===== config.mk =====
export PLATFORM = sky130hd
export DESIGN_NAME = logic_unit_arbiter_flat
export DESIGN_NICKNAME = d
export VERILOG_FILES = /design/src/rtl/logic_unit_arbiter_if.sv /design/src/rtl/logic_unit_arbiter.sv /design/src/flat_wrapper.sv
export SDC_FILE = /design/constraint.sdc
export NUM_CORES = 1
export LEC_CHECK = 0
export CORE_UTILIZATION = 50
export DETAILED_ROUTE_END_ITERATION = 10
export PLACE_DENSITY = 0.87
export SLEW_MARGIN = 30
export SYNTH_ARGS = -nofsm -noshare
export SYNTH_HDL_FRONTEND = slang
export SYNTH_SLANG_ARGS = --single-unit

===== constraint.sdc =====
create_clock -name clk -period 5.2 [get_ports clk]
set_input_delay 1.56 -clock clk [delete_from_list [all_inputs] [get_ports clk]]
set_output_delay 1.56 -clock clk [all_outputs]
set_load 0.02 [all_outputs]

===== src/rtl/logic_unit_arbiter_if.sv =====
// Request/result bundle between the requesting engines and the shared
// bitwise logic unit. The engines act as master, the arbiter as slave.
interface logic_unit_arbiter_if #(
    parameter int WIDTH   = 8,
    parameter int NUM_REQ = 4,
    parameter int IDW     = $clog2(NUM_REQ)
);
    logic [NUM_REQ-1:0]       req;
    logic [2*NUM_REQ-1:0]     op;
    logic [WIDTH*NUM_REQ-1:0] A;
    logic [WIDTH*NUM_REQ-1:0] B;
    logic [NUM_REQ-1:0]       gnt;
    logic [WIDTH-1:0]         Y;
    logic                     y_valid;
    logic [IDW-1:0]           y_id;
    logic                     y_ready;
    logic                     busy;

    modport master (
        output req, op, A, B, y_ready,
        input  gnt, Y, y_valid, y_id, busy
    );

    modport slave (
        input  req, op, A, B, y_ready,
        output gnt, Y, y_valid, y_id, busy
    );
endinterface


===== src/rtl/logic_unit_arbiter.sv =====
// Round-robin arbiter in front of a shared AND/OR/XOR/NOT datapath.
// One operation at a time: IDLE picks a winner and latches its operands,
// EXEC computes the registered result, RESP holds it until accepted.
module logic_unit_arbiter #(
    parameter int WIDTH   = 8,
    parameter int NUM_REQ = 4,
    parameter int IDW     = $clog2(NUM_REQ)
) (
    input  logic                 clk,
    input  logic                 rst_n,
    logic_unit_arbiter_if.slave  bus
);
    typedef enum logic [1:0] {
        IDLE = 2'd0,
        EXEC = 2'd1,
        RESP = 2'd2
    } state_t;

    state_t             state_reg, state_next;
    logic [IDW-1:0]     ptr_reg, ptr_next;
    logic [IDW-1:0]     win_reg, win_next;
    logic [1:0]         op_lat_reg, op_lat_next;
    logic [WIDTH-1:0]   a_lat_reg, a_lat_next;
    logic [WIDTH-1:0]   b_lat_reg, b_lat_next;
    logic [NUM_REQ-1:0] gnt_reg, gnt_next;
    logic [WIDTH-1:0]   y_reg, y_next;
    logic               y_valid_reg, y_valid_next;
    logic [IDW-1:0]     y_id_reg, y_id_next;

    // Per-requester views of the packed operand buses.
    logic [1:0]       op_arr [NUM_REQ];
    logic [WIDTH-1:0] a_arr  [NUM_REQ];
    logic [WIDTH-1:0] b_arr  [NUM_REQ];

    genvar gi;
    generate
        for (gi = 0; gi < NUM_REQ; gi++) begin : g_unpack
            assign op_arr[gi] = bus.op[2*gi +: 2];
            assign a_arr[gi]  = bus.A[WIDTH*gi +: WIDTH];
            assign b_arr[gi]  = bus.B[WIDTH*gi +: WIDTH];
        end
    endgenerate

    // Bit-sliced gate datapath working only on the latched operands.
    logic [WIDTH-1:0] and_v, or_v, xor_v, not_v, f_v;
    generate
        for (gi = 0; gi < WIDTH; gi++) begin : g_gates
            assign and_v[gi] = a_lat_reg[gi] & b_lat_reg[gi];
            assign or_v[gi]  = a_lat_reg[gi] | b_lat_reg[gi];
            assign xor_v[gi] = a_lat_reg[gi] ^ b_lat_reg[gi];
            assign not_v[gi] = ~a_lat_reg[gi];
        end
    endgenerate

    // Opcode select among the gate outputs.
    always_comb begin
        f_v = and_v;
        unique case (op_lat_reg)
            2'b00: f_v = and_v;
            2'b01: f_v = or_v;
            2'b10: f_v = xor_v;
            2'b11: f_v = not_v;
            default: f_v = and_v;
        endcase
    end

    // Round-robin search: first active request at or above ptr, wrapping to 0.
    logic           pick_found;
    logic [IDW-1:0] pick_idx;
    always_comb begin
        int             idx;
        logic [IDW-1:0] cand;
        pick_found = 1'b0;
        pick_idx   = ptr_reg;
        idx        = 0;
        cand       = '0;
        for (int k = 0; k < NUM_REQ; k++) begin
            idx = int'(ptr_reg) + k;
            if (idx >= NUM_REQ) begin
                idx = idx - NUM_REQ;
            end
            cand = IDW'(idx);
            if (!pick_found && bus.req[cand]) begin
                pick_found = 1'b1;
                pick_idx   = cand;
            end
        end
    end

    // Next-state and registered-output logic; everything holds by default.
    always_comb begin
        state_next   = state_reg;
        ptr_next     = ptr_reg;
        win_next     = win_reg;
        op_lat_next  = op_lat_reg;
        a_lat_next   = a_lat_reg;
        b_lat_next   = b_lat_reg;
        gnt_next     = gnt_reg;
        y_next       = y_reg;
        y_valid_next = y_valid_reg;
        y_id_next    = y_id_reg;
        unique case (state_reg)
            IDLE: begin
                if (pick_found) begin
                    win_next           = pick_idx;
                    op_lat_next        = op_arr[pick_idx];
                    a_lat_next         = a_arr[pick_idx];
                    b_lat_next         = b_arr[pick_idx];
                    gnt_next           = '0;
                    gnt_next[pick_idx] = 1'b1;
                    state_next         = EXEC;
                end
            end
            EXEC: begin
                y_next       = f_v;
                y_id_next    = win_reg;
                y_valid_next = 1'b1;
                gnt_next     = '0;
                ptr_next     = (win_reg == IDW'(NUM_REQ - 1)) ? '0 : win_reg + IDW'(1);
                state_next   = RESP;
            end
            RESP: begin
                if (bus.y_ready) begin
                    y_valid_next = 1'b0;
                    state_next   = IDLE;
                end
            end
            default: state_next = IDLE;
        endcase
    end

    // State and output registers; reset discards any in-flight operation.
    always_ff @(posedge clk or negedge rst_n) begin
        if (!rst_n) begin
            state_reg   <= IDLE;
            ptr_reg     <= '0;
            win_reg     <= '0;
            op_lat_reg  <= '0;
            a_lat_reg   <= '0;
            b_lat_reg   <= '0;
            gnt_reg     <= '0;
            y_reg       <= '0;
            y_valid_reg <= 1'b0;
            y_id_reg    <= '0;
        end else begin
            state_reg   <= state_next;
            ptr_reg     <= ptr_next;
            win_reg     <= win_next;
            op_lat_reg  <= op_lat_next;
            a_lat_reg   <= a_lat_next;
            b_lat_reg   <= b_lat_next;
            gnt_reg     <= gnt_next;
            y_reg       <= y_next;
            y_valid_reg <= y_valid_next;
            y_id_reg    <= y_id_next;
        end
    end

    assign bus.gnt     = gnt_reg;
    assign bus.Y       = y_reg;
    assign bus.y_valid = y_valid_reg;
    assign bus.y_id    = y_id_reg;
    assign bus.busy    = (state_reg != IDLE);

endmodule


===== src/flat_wrapper.sv =====
// flat-port wrapper written by rule: the top's interface ports become plain ports
module logic_unit_arbiter_flat 
#(
    parameter int WIDTH   = 8,
    parameter int NUM_REQ = 4,
    parameter int IDW     = $clog2(NUM_REQ)
)
  (clk, rst_n, bus_req, bus_op, bus_A, bus_B, bus_y_ready, bus_gnt, bus_Y, bus_y_valid, bus_y_id, bus_busy);
  logic_unit_arbiter_if #(.WIDTH(WIDTH), .NUM_REQ(NUM_REQ), .IDW(IDW)) bus_i ();
  input  logic clk;
  input  logic rst_n;
  input wire logic [$bits(bus_i.req)-1:0] bus_req;
  input wire logic [$bits(bus_i.op)-1:0] bus_op;
  input wire logic [$bits(bus_i.A)-1:0] bus_A;
  input wire logic [$bits(bus_i.B)-1:0] bus_B;
  input wire logic [$bits(bus_i.y_ready)-1:0] bus_y_ready;
  output wire logic [$bits(bus_i.gnt)-1:0] bus_gnt;
  output wire logic [$bits(bus_i.Y)-1:0] bus_Y;
  output wire logic [$bits(bus_i.y_valid)-1:0] bus_y_valid;
  output wire logic [$bits(bus_i.y_id)-1:0] bus_y_id;
  output wire logic [$bits(bus_i.busy)-1:0] bus_busy;
  assign bus_i.req = bus_req;
  assign bus_i.op = bus_op;
  assign bus_i.A = bus_A;
  assign bus_i.B = bus_B;
  assign bus_i.y_ready = bus_y_ready;
  assign bus_gnt = bus_i.gnt;
  assign bus_Y = bus_i.Y;
  assign bus_y_valid = bus_i.y_valid;
  assign bus_y_id = bus_i.y_id;
  assign bus_busy = bus_i.busy;
  logic_unit_arbiter #(.WIDTH(WIDTH), .NUM_REQ(NUM_REQ), .IDW(IDW)) u_core (.clk(clk), .rst_n(rst_n), .bus(bus_i));
endmodule

==> After elaboration in Yosys (flattened, before gate mapping) <==
Index checks and enable logic that the tools add are counted.
{ "word_totals": {"regBits": 39, "output_inout_bits": 16, "wordCells": 126} }
{ "classes": {"add_sub_neg": 8, "n_lt_le_gt_ge": 11, "eq_ne": 8, "muxes": 40, "n_bitwise": 33, "reduce_logical": 16} }
{ "op_table": {"columns": ["cell", "count"], "rows": [
  ["8-bit binary-select mux with 2-bit select", 2],
  ["8-bit two-way mux", 4],
  ["8-bit one-hot mux with 4 select lines", 1],
  ["2-bit two-way mux", 13],
  ["2-bit by 3-bit < comparator with 1-bit output (second input constant)", 5],
  ["3-bit >= comparator (second input constant)", 4],
  ["1-bit two-way mux", 10],
  ["1-bit bitwise AND", 8],
  ["1-bit binary-select mux with 2-bit select", 4],
  ["2-bit equality test (second input constant)", 4],
  ["1-bit NOT", 8],
  ["1-bit bitwise OR", 8],
  ["4-bit one-hot mux with 2 select lines", 1],
  ["2-bit AND reduction", 4],
  ["2-bit by 1-bit subtractor with 2-bit output (second input constant)", 4],
  ["1-bit bitwise XOR", 8],
  ["2-bit by 2-bit adder with 3-bit output (second input constant)", 2],
  ["2-bit one-hot mux with 3 select lines", 1],
  ["2-bit nonzero test", 3],
  ["2-bit binary-select mux with 2-bit select", 1],
  ["2-bit by 1-bit equality test with 1-bit output (second input constant)", 2],
  ["1-bit logical AND", 4],
  ["2-bit zero test", 2],
  ["4-bit two-way mux", 1],
  ["10 further kinds", 12]
]} }

==> Depth between registers and ports, before layout <==
{ "depth": {"ltp_word": 20, "ltp_mapped": 8, "ltp_nobuf": 6} }

==> Worst setup path after synthesis <==
OpenSTA, ideal clock, no wires.
{ "synth_timing": {"kind": "input to register", "from": "input bus_req[0]", "to": "register u_core.b_lat_reg[3]", "setup_ps": 142, "arrival_ps": 2798, "t_required_ps": 5058, "setup_slack_ps": 2261, "path_stages": 8, "n_path_buf": 3, "path_cell_list": "buf_6 nor2b_4 o21a_1 buf_6 clkbuf_1 o31a_1 a211oi_1 a221oi_1"} }
{ "synth_via": {"elab_chain_cells": 16, "word_cells_on_any_way": 27, "classes_between": "mux: 19; bitwise: 1; reduce/logical: 7"} }
{ "synth_rtl": {"columns": ["element", "line_no", "rtl"], "rows": [
  ["from (decl)", "flat_wrapper.sv:12", "input wire logic [$bits(bus_i.req)-1:0] bus_req;"],
  ["1-bit binary-select mux with 2-bit select", "logic_unit_arbiter.sv:83", "if (!pick_found && bus.req[cand]) begin"],
  ["1-bit two-way mux (not written as such)", "logic_unit_arbiter.sv:83", null],
  ["1-bit two-way mux", "logic_unit_arbiter.sv:83", null],
  ["1-bit zero test", "logic_unit_arbiter.sv:83", null],
  ["1-bit logical AND", "logic_unit_arbiter.sv:83", null],
  ["1-bit two-way mux", "logic_unit_arbiter.sv:83", null],
  ["1-bit zero test", "logic_unit_arbiter.sv:83", null],
  ["1-bit logical AND", "logic_unit_arbiter.sv:83", null],
  ["1-bit two-way mux", "logic_unit_arbiter.sv:83", null],
  ["1-bit zero test", "logic_unit_arbiter.sv:83", null],
  ["1-bit logical AND", "logic_unit_arbiter.sv:83", null],
  ["2-bit two-way mux", "logic_unit_arbiter.sv:83", null],
  ["2-bit NOT with 3-bit output (not written as such)", "logic_unit_arbiter.sv:108", "b_lat_next = b_arr[pick_idx];"],
  ["8-bit binary-select mux with 2-bit select", "logic_unit_arbiter.sv:108", null],
  ["8-bit two-way mux (not written as such) (2 in a row)", "logic_unit_arbiter.sv:108", null],
  ["to (signal assigned)", "logic_unit_arbiter.sv:151", "b_lat_reg <= b_lat_next;"],
  ["to (decl)", "logic_unit_arbiter.sv:24", "logic [WIDTH-1:0] b_lat_reg, b_lat_next;"]
]} }
Several ways; a longest one is shown, not always the timed one. The select of a mux whose other input is x is not followed.
A chain may end at the register's enable or synchronous reset.

==> Worst setup path after layout <==
{ "layout_timing": {"from": "input bus_req[1]", "to": "register u_core.b_lat_reg[7]"} }
The elaborated chain is that of the path after synthesis.

==> metrics.cfg <==
[placement]
post_dp_cell_area_um2 = 3750
hpwlAfterDp_mm = 5.93
gp_congestion = 0.948
port_buffers = 94

[power_and_ir_drop]
power.density_nw_per_um2 = 527
vdd_drop_max_mv = 0.263
leakage_nw = 1.60
power_mw = 2.03

[sta]
min_period_ns = 3.72
finalMaxSlewViolations = 0
hold_violations = 0
finalCritPeriodShare_pct = 71.5
relSlewSlack_pct = 43.4
rsz0062_at_grt = false
max_freq_ghz = 0.269
setup_viol = 0
tightestPinTransition_ns = 0.849
skew_ns = 0.00530
tns_ns = 0

[worst_hold_path]
holdCritStartpoint = u_core.state_reg[1]
min_path_type = flip-flop to flip-flop
min_to = u_core.bus.y_valid
worstHoldPathCells = 1

[cells_and_area]
diodes = 0
drive_gt1_share_pct = 9.07
final_area_um2 = 3860
syn_to_final_growth_pct = 36.3
fin_nets = 470

[floorplanning]
std_cell_rows = 27
die_w_um = 77.2
die-height_um = 77.2
start_util_pct = 51.7
die_area_um2 = 5970
core-area_um2 = 5470
pin_count = 95

[clock_network]
cts-hold-fix-buffers = 0
cts_buffers = 5
cts_sinks = 39
insertion_delay_ns = 0.29
cts_max_path_buffers = 2
cts-htree-levels = 2
cts.reportedPaths.clkPinSlew_ns = 0.08
post_cts.repair.setup_buffers = 0
post_cts_resized = 0
cts_root_buffer = clkbuf_8
cts_tree = yes

[logic_synthesis]
syn_inst = 294
synthesis.area_um2 = 2830
synth_xor_area_share_pct = 0
ys_warn_count = 0
syn_area_per_cell_um2 = 9.63
synth-compound-area-share_pct = 23.7
muxShareOfSynthArea_pct = 12.2
synthAdderAreaFrac_pct = 7.52
ys_seq_area_share_pct = 34.5
synth_top_family_by_area = compound AO/OA/AOI/OAI gates
yosysUniqueCellTypes = 41
yosys_register_bits = 39
synth_nets = 390
yosys.area_share.simple_pct = 14.3

[route]
wl_met3_um = 487
highest_layer = met4
met2_length_mm = 3.73
vias = 2622
drt_iter0_markers = 232
ant_nets = 0
avgViaCountPerCell = 5.87
drc_errors = 0
wl_mm = 7.59
firstDrtPassIters = 4
wl_per_cell_um = 17.0
wirelength_met1_mm = 3.26

[setup_path]
worstPathMaxFanout = 24
rr_worst_depth = 5
worst-setup-path-type = input pin to flip-flop
rrSetupSlack_ns = 2.87
r2r-end = u_core.b_lat_reg[3]
cp-end-kind = flip-flop
cp.required_ns = 5.39
r2r_start = u_core.ptr_reg[0]
worstPathArrival_ns = 3.90
cp-start-kind = input pin

[global_routing]
grt_pass1_wl_mm = 12.4
overflow = 0
grt_max_degree = 40
grt_util_all_layers_pct = 26.7
grt_pass1_vias = 2567
antenna_found_initial = 0

[outcome]
status = complete, no violations

[job]
maxCapViolCount = 0

[metal layers]
metal	track usage (%)	vias to the layer above
li1	-	1262
met1	36.7	1246
met2	43.8	104
met3	4.05	10
met4	6.98	0
met5	0	-
[cells in the mapped netlist]
| master | number | area share [%] |
|---|---|---|
| nor2_1 | 16 | 2.1 |
| o21ai_1 | 3 | 0.53 |
| and3b_1 | 1 | 0.31 |
| buf_6 | 3 | 1.2 |
| or2_1 | 1 | 0.22 |
| a211o_1 | 1 | 0.31 |
| nand2b_1 | 6 | 1.3 |
| o21ai_0 | 15 | 2.7 |
| mux4_2 | 8 | 6.4 |
| or2_2 | 1 | 0.22 |
| buf_4 | 1 | 0.27 |
| o31ai_1 | 1 | 0.27 |
| o31a_1 | 18 | 5.6 |
| ha_1 | 17 | 7.5 |
| dfrtp_1 | 39 | 34 |
| and4_1 | 14 | 4.3 |
| clkbuf_1 | 13 | 1.7 |
| nor2b_4 | 1 | 0.49 |
| o32ai_1 | 1 | 0.31 |
| nor2b_1 | 1 | 0.22 |
| nand3_1 | 11 | 1.9 |
| a21oi_1 | 15 | 2.7 |
| inv_1 | 28 | 3.7 |
| a32oi_1 | 14 | 4.3 |
| a221oi_1 | 4 | 1.2 |
| a31oi_1 | 9 | 2.0 |
| a211oi_4 | 1 | 0.71 |
| mux2i_1 | 4 | 1.4 |
| nor4_1 | 1 | 0.22 |
| nor3_1 | 2 | 0.35 |
| a21o_1 | 2 | 0.53 |
| o21a_1 | 1 | 0.27 |
| a22oi_1 | 1 | 0.27 |
| a211oi_1 | 4 | 1.1 |
| nor3_4 | 1 | 0.57 |
| a21oi_2 | 1 | 0.31 |
| mux2_2 | 11 | 4.4 |
| nand2_1 | 15 | 2.0 |
| buf_2 | 5 | 0.88 |
| o22ai_1 | 2 | 0.44 |
| o2bb2ai_1 | 1 | 0.31 |
[cells in the final DEF, fill, tap and decap left out, types with 2 or more instances in the layout]
master and instances:
clkdlybuf4s50_1 93, a221oi_1 4, a31oi_1 9, o21ai_1 3
mux4_2 8, o22ai_1 2, mux2_2 11, inv_1 28
nor3_1 2, buf_4 2, clkbuf_8 7, dfrtp_1 39
o31a_1 18, nand3_1 11, and4_1 14, mux2i_1 4
nand2_1 15, a211oi_1 4, nand2b_1 6, a32oi_1 14
a21o_1 2, ha_1 17, nor2_1 16, a21oi_1 15
o21ai_0 15
[layout make-up]
class,count,area [µm²]
fillers,433,1610
flip-flops and latches,39,976
inverters,28,105
repair buffers,95,946
well taps,72,90.1
clock buffers,8,100
multi-input cells,205,1640
[kinds of logic (layout without fill, tap and decap cells)]
logic type / count (synthesis) / after routing
adder cells (fa/ha/maj): 17 / 17
buffers and inverters: 50 / 131
AND/OR/NAND/NOR: 71 / 71
flip-flops: 39 / 39
multiplexers: 23 / 23
AO/OA/AOI/OAI: 94 / 94
[worst max-delay path, cell delays in order]
cell and delay (ns):
clkdlybuf4s50_1 0.63, nor2_1 0.30, a21o_1 0.64, inv_1 0.12
o21ai_0 0.26, a211oi_1 0.12, a221oi_1 0.27
[worst max path at each step]
stage	start	to	slack (ns)	depth (start not counted)
3_5_place_dp	bus_req[1]	u_core.b_lat_reg[7]	1.24	7
5_1_grt	bus_req[1]	u_core.b_lat_reg[7]	1.33	7
2_1_floorplan	bus_req[0]	u_core.b_lat_reg[3]	2.26	8
3_3_place_gp	bus_req[1]	u_core.a_lat_reg[6]	1.38	6
4_1_cts	bus_req[1]	u_core.b_lat_reg[7]	1.54	7
6_report	bus_req[1]	u_core.b_lat_reg[7]	1.48	7
[power by group]
| group | total, mW | leakage, nW | internal [mW] | switching, mW |
|---|---|---|---|---|
| Combinational | 1.19 | 1.09 | 0.588 | 0.604 |
| Sequential | 0.613 | 0.455 | 0.462 | 0.151 |
| Clock | 0.228 | 0.0515 | 0.121 | 0.107 |
[stage by stage]
step	cells	worst slack, ns	utilization [%]	hold WS (ns)
after floorplan	294	2.26	-	0.444
after global placement	439	1.38	68.5	0.454
after detailed placement	439	1.24	68.5	0.481
after CTS	447	1.54	70.3	0.491
after global routing	447	1.33	70.5	0.523
final	447	1.48	70.5	0.492
(Power assumes the default switching activity.)
